`config.mk`:
```
export PLATFORM = sky130hd
export DESIGN_NAME = alu_seq_core
export DESIGN_NICKNAME = d
export VERILOG_FILES = /design/src/rtl/alu_seq_core.sv
export SDC_FILE = /design/constraint.sdc
export NUM_CORES = 1
export LEC_CHECK = 0
export CELL_PAD_IN_SITES_DETAIL_PLACEMENT = 2
export CELL_PAD_IN_SITES_GLOBAL_PLACEMENT = 2
export CORE_MARGIN = 2
export CORE_UTILIZATION = 33
export DETAILED_ROUTE_END_ITERATION = 16
export GPL_ROUTABILITY_DRIVEN = 0
export HOLD_SLACK_MARGIN = 0.02
export MAX_ROUTING_LAYER = met4
export PLACE_DENSITY = 0.88
export SLEW_MARGIN = 20
export SYNTH_ARGS = -nofsm -noshare
export SYNTH_HDL_FRONTEND = slang
export SYNTH_SLANG_ARGS = --single-unit
```
`constraint.sdc`:
```
create_clock -name clk -period 3.2 [get_ports clk]
set_clock_uncertainty 0.05 [all_clocks]
set_input_delay 0.64 -clock clk [delete_from_list [all_inputs] [get_ports clk]]
set_output_delay 0.64 -clock clk [all_outputs]
set_load 0.01 [all_outputs]
```
`src/rtl/alu_seq_core.sv`:
```
// Sequential ALU execute stage: ADD, SUB (a + b_neg) and iterative shift-add unsigned MUL.
// Latency: done rises 2 edges after the accepting edge (ADD/SUB/reserved), WIDTH+1 for MUL.
// Backpressure: none; start is only sampled in IDLE, requests arriving while busy are dropped.
module alu_seq_core #(
    parameter int WIDTH = 3
) (
    input  logic               clk,
    input  logic               rst_n,
    input  logic               start,
    input  logic [1:0]         op,
    input  logic [WIDTH-1:0]   a,
    input  logic [WIDTH-1:0]   b,
    input  logic [WIDTH:0]     b_neg,
    output logic               busy,
    output logic               done,
    output logic [2*WIDTH-1:0] result,
    output logic               zero,
    output logic               neg,
    output logic               err
);

    localparam int RW = 2 * WIDTH;
    localparam int CW = (WIDTH > 1) ? $clog2(WIDTH) : 1;

    localparam logic [1:0] S_IDLE = 2'd0;
    localparam logic [1:0] S_EXEC = 2'd1;
    localparam logic [1:0] S_DONE = 2'd2;

    localparam logic [1:0] OP_ADD = 2'b00;
    localparam logic [1:0] OP_SUB = 2'b01;
    localparam logic [1:0] OP_MUL = 2'b10;

    localparam logic [CW-1:0] CNT_LAST = CW'(WIDTH - 1);

    logic [1:0]       state;
    logic [1:0]       op_lat;
    logic [WIDTH-1:0] a_lat;
    logic [WIDTH-1:0] b_lat;
    logic [WIDTH:0]   bn_lat;
    logic [RW-1:0]    acc;
    logic [CW-1:0]    cnt;
    logic             err_pend;

    logic [WIDTH:0]   sum_w;
    logic [WIDTH:0]   diff_w;
    logic [WIDTH-1:0] b_sh;
    logic [RW-1:0]    partial;
    logic [RW-1:0]    exec_val;
    logic             exec_err;

    assign sum_w   = {1'b0, a_lat} + {1'b0, b_lat};
    assign diff_w  = {1'b0, a_lat} + bn_lat;
    assign b_sh    = b_lat >> cnt;
    assign partial = b_sh[0] ? (RW'(a_lat) << cnt) : '0;

    // Value written into acc on each EXEC cycle; MUL accumulates one partial product per cycle.
    always_comb begin
        exec_val = '0;
        exec_err = 1'b0;
        case (op_lat)
            OP_ADD:  exec_val = RW'(sum_w);
            OP_SUB:  exec_val = RW'($signed(diff_w));
            OP_MUL:  exec_val = acc + partial;
            default: exec_err = 1'b1;
        endcase
    end

    always_ff @(posedge clk) begin
        if (!rst_n) begin
            state    <= S_IDLE;
            op_lat   <= '0;
            a_lat    <= '0;
            b_lat    <= '0;
            bn_lat   <= '0;
            acc      <= '0;
            cnt      <= '0;
            err_pend <= 1'b0;
            busy     <= 1'b0;
            done     <= 1'b0;
            result   <= '0;
            zero     <= 1'b1;
            neg      <= 1'b0;
            err      <= 1'b0;
        end else begin
            done <= 1'b0;
            case (state)
                S_IDLE: begin
                    if (start) begin
                        op_lat <= op;
                        a_lat  <= a;
                        b_lat  <= b;
                        bn_lat <= b_neg;
                        acc    <= '0;
                        cnt    <= '0;
                        busy   <= 1'b1;
                        state  <= S_EXEC;
                    end
                end
                S_EXEC: begin
                    acc      <= exec_val;
                    err_pend <= exec_err;
                    if (op_lat != OP_MUL || cnt == CNT_LAST) begin
                        state <= S_DONE;
                    end else begin
                        cnt <= cnt + 1'b1;
                    end
                end
                S_DONE: begin
                    // Outputs are published only here so they stay stable between done pulses.
                    result <= acc;
                    zero   <= (acc == '0);
                    neg    <= (op_lat == OP_SUB) & acc[RW-1];
                    err    <= err_pend;
                    done   <= 1'b1;
                    busy   <= 1'b0;
                    state  <= S_IDLE;
                end
                default: state <= S_IDLE;
            endcase
        end
    end

endmodule

```
==> results of run 1 <==
## worst max-delay path by stage
stage / start / end / slack [ps]
floorplan: cnt[1] / acc[5] / 930
global placement: start / cnt[0] / 900
detailed placement: cnt[1] / acc[5] / 820
CTS: cnt[0] / acc[5] / 790
global route: cnt[0] / acc[5] / 590
finish: cnt[0] / acc[5] / 760
## power by group
| part | switching (mW) | leakage, nW | total [mW] | internal (mW) |
|---|---|---|---|---|
| registers | 0.0267 | 0.277 | 0.465 | 0.438 |
| logic | 0.0680 | 0.614 | 0.128 | 0.0599 |
| clock network | 0.159 | 0.0431 | 0.325 | 0.166 |
| total | 0.253 | 0.934 | 0.918 | 0.664 |
## critical path: stages, from the launching register on
cell and delay (ps):
dfxtp_1 530, inv_1 170, nor2_1 180, a21oi_1 110, a21oi_1 140, ha_1 310
and3_1 220, a221oi_1 340, a2111o_1 190, o211ai_1 80
## through the flow
step	power, mW	instances	util, %	instance area (sq um)	worst slack, ps
finish	0.918	312	41.2	2280	764
global route	0.953	312	41.2	2280	586
CTS	0.923	312	41.2	2280	788
detailed placement	0.596	306	39.7	2200	816
global placement	0.588	306	39.7	2200	901
floorplan	0.543	219	-	1910	930
## cells in the mapped netlist (4+ instances only)
library cell   n
nor2_1         5
nand2_1       48
ha_1          12
inv_1          5
mux2i_1        6
a22oi_1        4
dfxtp_1       34
a21o_1         4
clkbuf_1       4
a21oi_1        6
o211ai_1       4
nor2b_1        9
buf_2          6
a21boi_0      11
a21boi_1      11
## cell type report
type,instances,area (sq um),area share (%)
Clock buffer,6,82.6,3.62
Sequential cell,34,681,29.8
Timing Repair Buffer,27,265,11.6
Multi-Input combinational cell,168,1150,50.2
Inverter,5,18.8,0.822
Tap cell,72,90.1,3.95
## routing by layer
| metal | GRT usage [%] | vias up | routed length (um) |
|---|---|---|---|
| met5 | - | - | 0 |
| met4 | 9.66 | 0 | 164 |
| met3 | 3.60 | 14 | 158 |
| met2 | 35.5 | 36 | 3060 |
| met1 | 26.9 | 849 | 2790 |
| li1 | - | 811 | - |
## state kept, by name, summed over array words and instances (netlist names)
register,cells
result,6
a_lat,3
err_pend,1
zero,1
acc,6
busy,1
done,1
state,2
b_lat,3
neg,1
op_lat,2
err,1
cnt,2
bn_lat,4
## cell families after synthesis
group                      Yosys count
xor gates and xnor gates             4
and+or+nand+nor                     87
AOI/OAI and AO/OA                   55
adders and majority gates           15
DFF                                 34
muxes                                7
buffers and inverters               17
==> metrics.yaml, run 1 <==
outcome:
  status: "finished clean"
clock_tree:
  cts.sinks: 34
  cts_hold_buf: 0
  tritoncts: "yes"
  clock_latency_ps: 290
  clock_path_buffers: 2
  h-tree-depth: 2
  cts_buffers: 5
  cts_setup_buffers: 0
  post_cts_resized: 0
  clk_pin_slew_ps: 70
  cts-root-buf: "clkbuf_8"
logic_synthesis:
  ys_ff_latch: 34
  synth_top_area_share_pct: 35.6
  synthFlopType: "dfxtp_1"
  yosysWarnings: 0
  yosys.area.top_type: "dfxtp_1"
  synthesis.nets: 249
  synthTopCellsByArea: "dfxtp_1 (36%), nand2_1 (9.4%), ha_1 (7.9%)"
  ys_types: 46
  synthCells: 219
  synthMuxAreaShare_pct: 3.74
  ys_async_sr_fraction_pct: 0
  synth_top_family_by_area: "simple AND/OR/NAND/NOR gates"
  synth-seq-area-share_pct: 35.6
  synth-simple-area-share_pct: 22.3
  synth-compound-area-share_pct: 21.1
  synth_adder_area_share_pct: 11.0
  synth-xor-area-share_pct: 1.83
  synthesis.area_sq_um: 1910
  synth_area_per_cell_sq_um: 8.72
  synth-edff-count: 0
floorplanning:
  coreArea_sq_um: 5540
  floorplan.die_area_sq_um: 6410
  fp.dieW_um: 80.1
  io-pin-count: 26
  die_y_um: 80.1
  start_util_pct: 34.5
  row_count: 27
worst_setup_path:
  worstSetupPathType: "reg2reg"
  reg2reg_to: "acc[5]"
  reg2reg_from: "cnt[0]"
  reg2reg_slack_ps: 760
  worstSetupStartpointType: "flop"
  critPathArrivalTime_ps: 2560
  ff2ff_path_depth: 9
  critPathMaxFanout: 8
  worstSetupEndpointType: "flop"
  required_ps: 3320
grt:
  grt_max_degree: 32
  grt_use_total_pct: 21.9
  antenna_found_initial: 0
  grt_pass1_vias: 1857
  grt-ovfl-total: 0
  grt_pass1_wl_um: 10100
timing:
  worstMarginPinSlew_ps: 610
  rsz0062_at_grt: "false"
  maxSlewViolCount: 0
  finalSetupViolCount: 0
  hold_viol: 0
  fin_crit_ps: 2440
  clock.fmax_mhz: 410
  timing.setup.tns_ps: 0
  relSlewSlack_pct: 59.3
  fin_crit_sh_pct: 76.1
  fin_hold_ws_ps: 419
route:
  wl_um: 6180
  ant_nets: 0
  wl_per_cell_um: 19.8
  drt_iter0_drc: 62
  viasPerCell: 5.48
  vias: 1710
  route.detailed.drc: 0
  firstDrtPassIters: 4
cells_and_area:
  syn2layout_area_growth_pct: 19.6
  drive_gt1_share_pct: 4.58
  layout_common_cells: "nand2_1 (48), dfxtp_1 (34), clkdlybuf4s50_1 (25), ha_1 (12)"
  nFillCells: 643
  nets: 271
  diodes: 0
  layout_commonest_cell: "nand2_1"
placement:
  place_hpwl_um: 4130
  io_buffers: 25
min_path:
  hold_start: "result[5]"
  hold_depth: 2
  hold_end: "result[5]"
  hold_class: "reg2reg"
power:
  p_leak_nw: 0.934
  power_per_cell_area_nw_per_um2: 402
  ir_worst_vdd_uv: 155
flow_run:
  cap_violations: 0
(Power assumes the default switching activity.)
==> inputs of run 2 (changes only) <==
==> constraint.sdc (replaced) <==
create_clock -name clk -period 2.35 [get_ports clk]
set_clock_uncertainty 0.05 [all_clocks]
set_input_delay 0.47 -clock clk [delete_from_list [all_inputs] [get_ports clk]]
set_output_delay 0.47 -clock clk [all_outputs]
set_load 0.01 [all_outputs]
==> metrics.yaml, run 2 (synthesis gave the netlist of run 1 again) <==
placement:
  place_hpwl_um: 4460
  io_buffers: 25
  placed_cell_area_sq_um: 2250
cells_and_area:
  nets: 278
  syn2layout_area_growth_pct: 24.1
  layout_common_cells: "nand2_1 (48), dfxtp_1 (33), clkdlybuf4s50_1 (25), ha_1 (12)"
  layout_commonest_cell: "nand2_1"
  final_area_sq_um: 2370
  diodes: 0
  reg_top3: "acc: 6 flops, result: 6 flops, bn_lat: 4 flops"
  drive_gt1_share_pct: 9.64
  fin_util_pct: 42.8
route:
  wl_um: 6590
  vias: 1754
  firstDrtPassIters: 4
  ant_nets: 0
  viasPerCell: 5.46
  drt_iter0_drc: 92
  route.detailed.drc: 0
  wl_per_cell_um: 20.5
grt:
  grt_use_total_pct: 22.9
  grt_max_degree: 32
  grt_pass1_vias: 1942
  antenna_found_initial: 0
  grt_pass1_wl_um: 10600
  grt-ovfl-total: 0
floorplanning:
  start_util_pct: 34.5
  io-pin-count: 26
  coreArea_sq_um: 5540
  die_y_um: 80.1
  row_count: 27
  fp.dieW_um: 80.1
  floorplan.die_area_sq_um: 6410
worst_setup_path:
  crit_path_start: "cnt[1]"
  worstSetupStartpointType: "flop"
  required_ps: 2470
  critPathArrivalTime_ps: 2360
  reg2reg_from: "cnt[1]"
  reg2reg_slack_ps: 110
  worstSetupPathType: "reg2reg"
  critPathMaxFanout: 5
  worstSetupEndpointType: "flop"
power:
  p_leak_nw: 0.982
  power_mw: 1.29
  ir_worst_vdd_uv: 378
  power_per_cell_area_nw_per_um2: 545
timing:
  worstMarginPinSlew_ps: 692
  fin_crit_ps: 2240
  fin_crit_sh_pct: 95.4
  clock.fmax_mhz: 446
  hold_viol: 0
  finalSetupViolCount: 0
  fin_hold_ws_ps: 421
  relSlewSlack_pct: 53.8
  maxSlewViolCount: 0
min_path:
  hold_start: "err"
  hold_class: "reg2reg"
clock_tree:
  h-tree-depth: 2
  clock_path_buffers: 2
  tritoncts: "yes"
  clock_latency_ps: 300
  cts.sinks: 34
  cts_buffers: 5
  cts-root-buf: "clkbuf_8"
  clk_pin_slew_ps: 80
  cts_hold_buf: 0
flow_run:
  cap_violations: 0
outcome:
  status: "finished clean"
run 2: cell count changes in the layout (fill, tap and decap cells not counted), sizes merged:
cell	delta
clkbuf	+1
clkinv	+1
buf	+7
run 2: metrics by stage:
stage / TNS [ps] / instances / setup slack (ps)
floorplan: 0 / 219 / 79.9
global placement: 0 / 312 / 143
detailed placement: -11.2 / 312 / -11.2
CTS: 0 / 320 / 23.6
global route: -12.6 / 321 / -12.6
finish: 0 / 321 / 109
run 2: layout make-up:
class,count,area [sq um]
fill,616,3170
multi-input combinational,168,1170
sequential,34,684
timing repair buffer,34,318
tap,72,90.1
clock buffer,7,86.3
inverter,5,18.8
clock inverter,1,5.00
run 2: per-layer routing:
layer	share of wire, %	track usage [%]	wire length [um]	up-vias
met1	45	28.4	2980	886
met5	0	-	0	-
met2	50	38.3	3330	27
met3	2.7	3.71	178	9
li1	-	-	-	832
met4	1.6	7.12	105	0
run 2: timing repair:
item | CTS | global route
buffers inserted | 0 | 1
pin swaps | 0 | 3
cloned | 0 | 0
gates resized for setup | 2 | 5
endpoints found under the setup margin | 1 | 2
run 2: path summary, 6_finish.rpt:
check                 to  depth (start not counted)
hold reg to reg      err                          2
hold / removal       err                          2
setup reg to reg  acc[5]                          9
setup / recovery  acc[5]                          9
run 2: where the power goes:
group | switching [mW] | total [mW] | internal, mW
logic | 0.0991 | 0.188 | 0.0888
registers | 0.0332 | 0.629 | 0.596
clock network | 0.239 | 0.475 | 0.237
total | 0.371 | 1.29 | 0.921
run 2: critical path, stage by stage, from the launching register on:
cell      delay [ps]
dfxtp_4          370
buf_4            150
nor2b_2          160
a22oi_2          180
nor2_1            80
ha_1             350
and3_1           180
a221oi_2         290
a2111o_1         200
o211ai_1         100
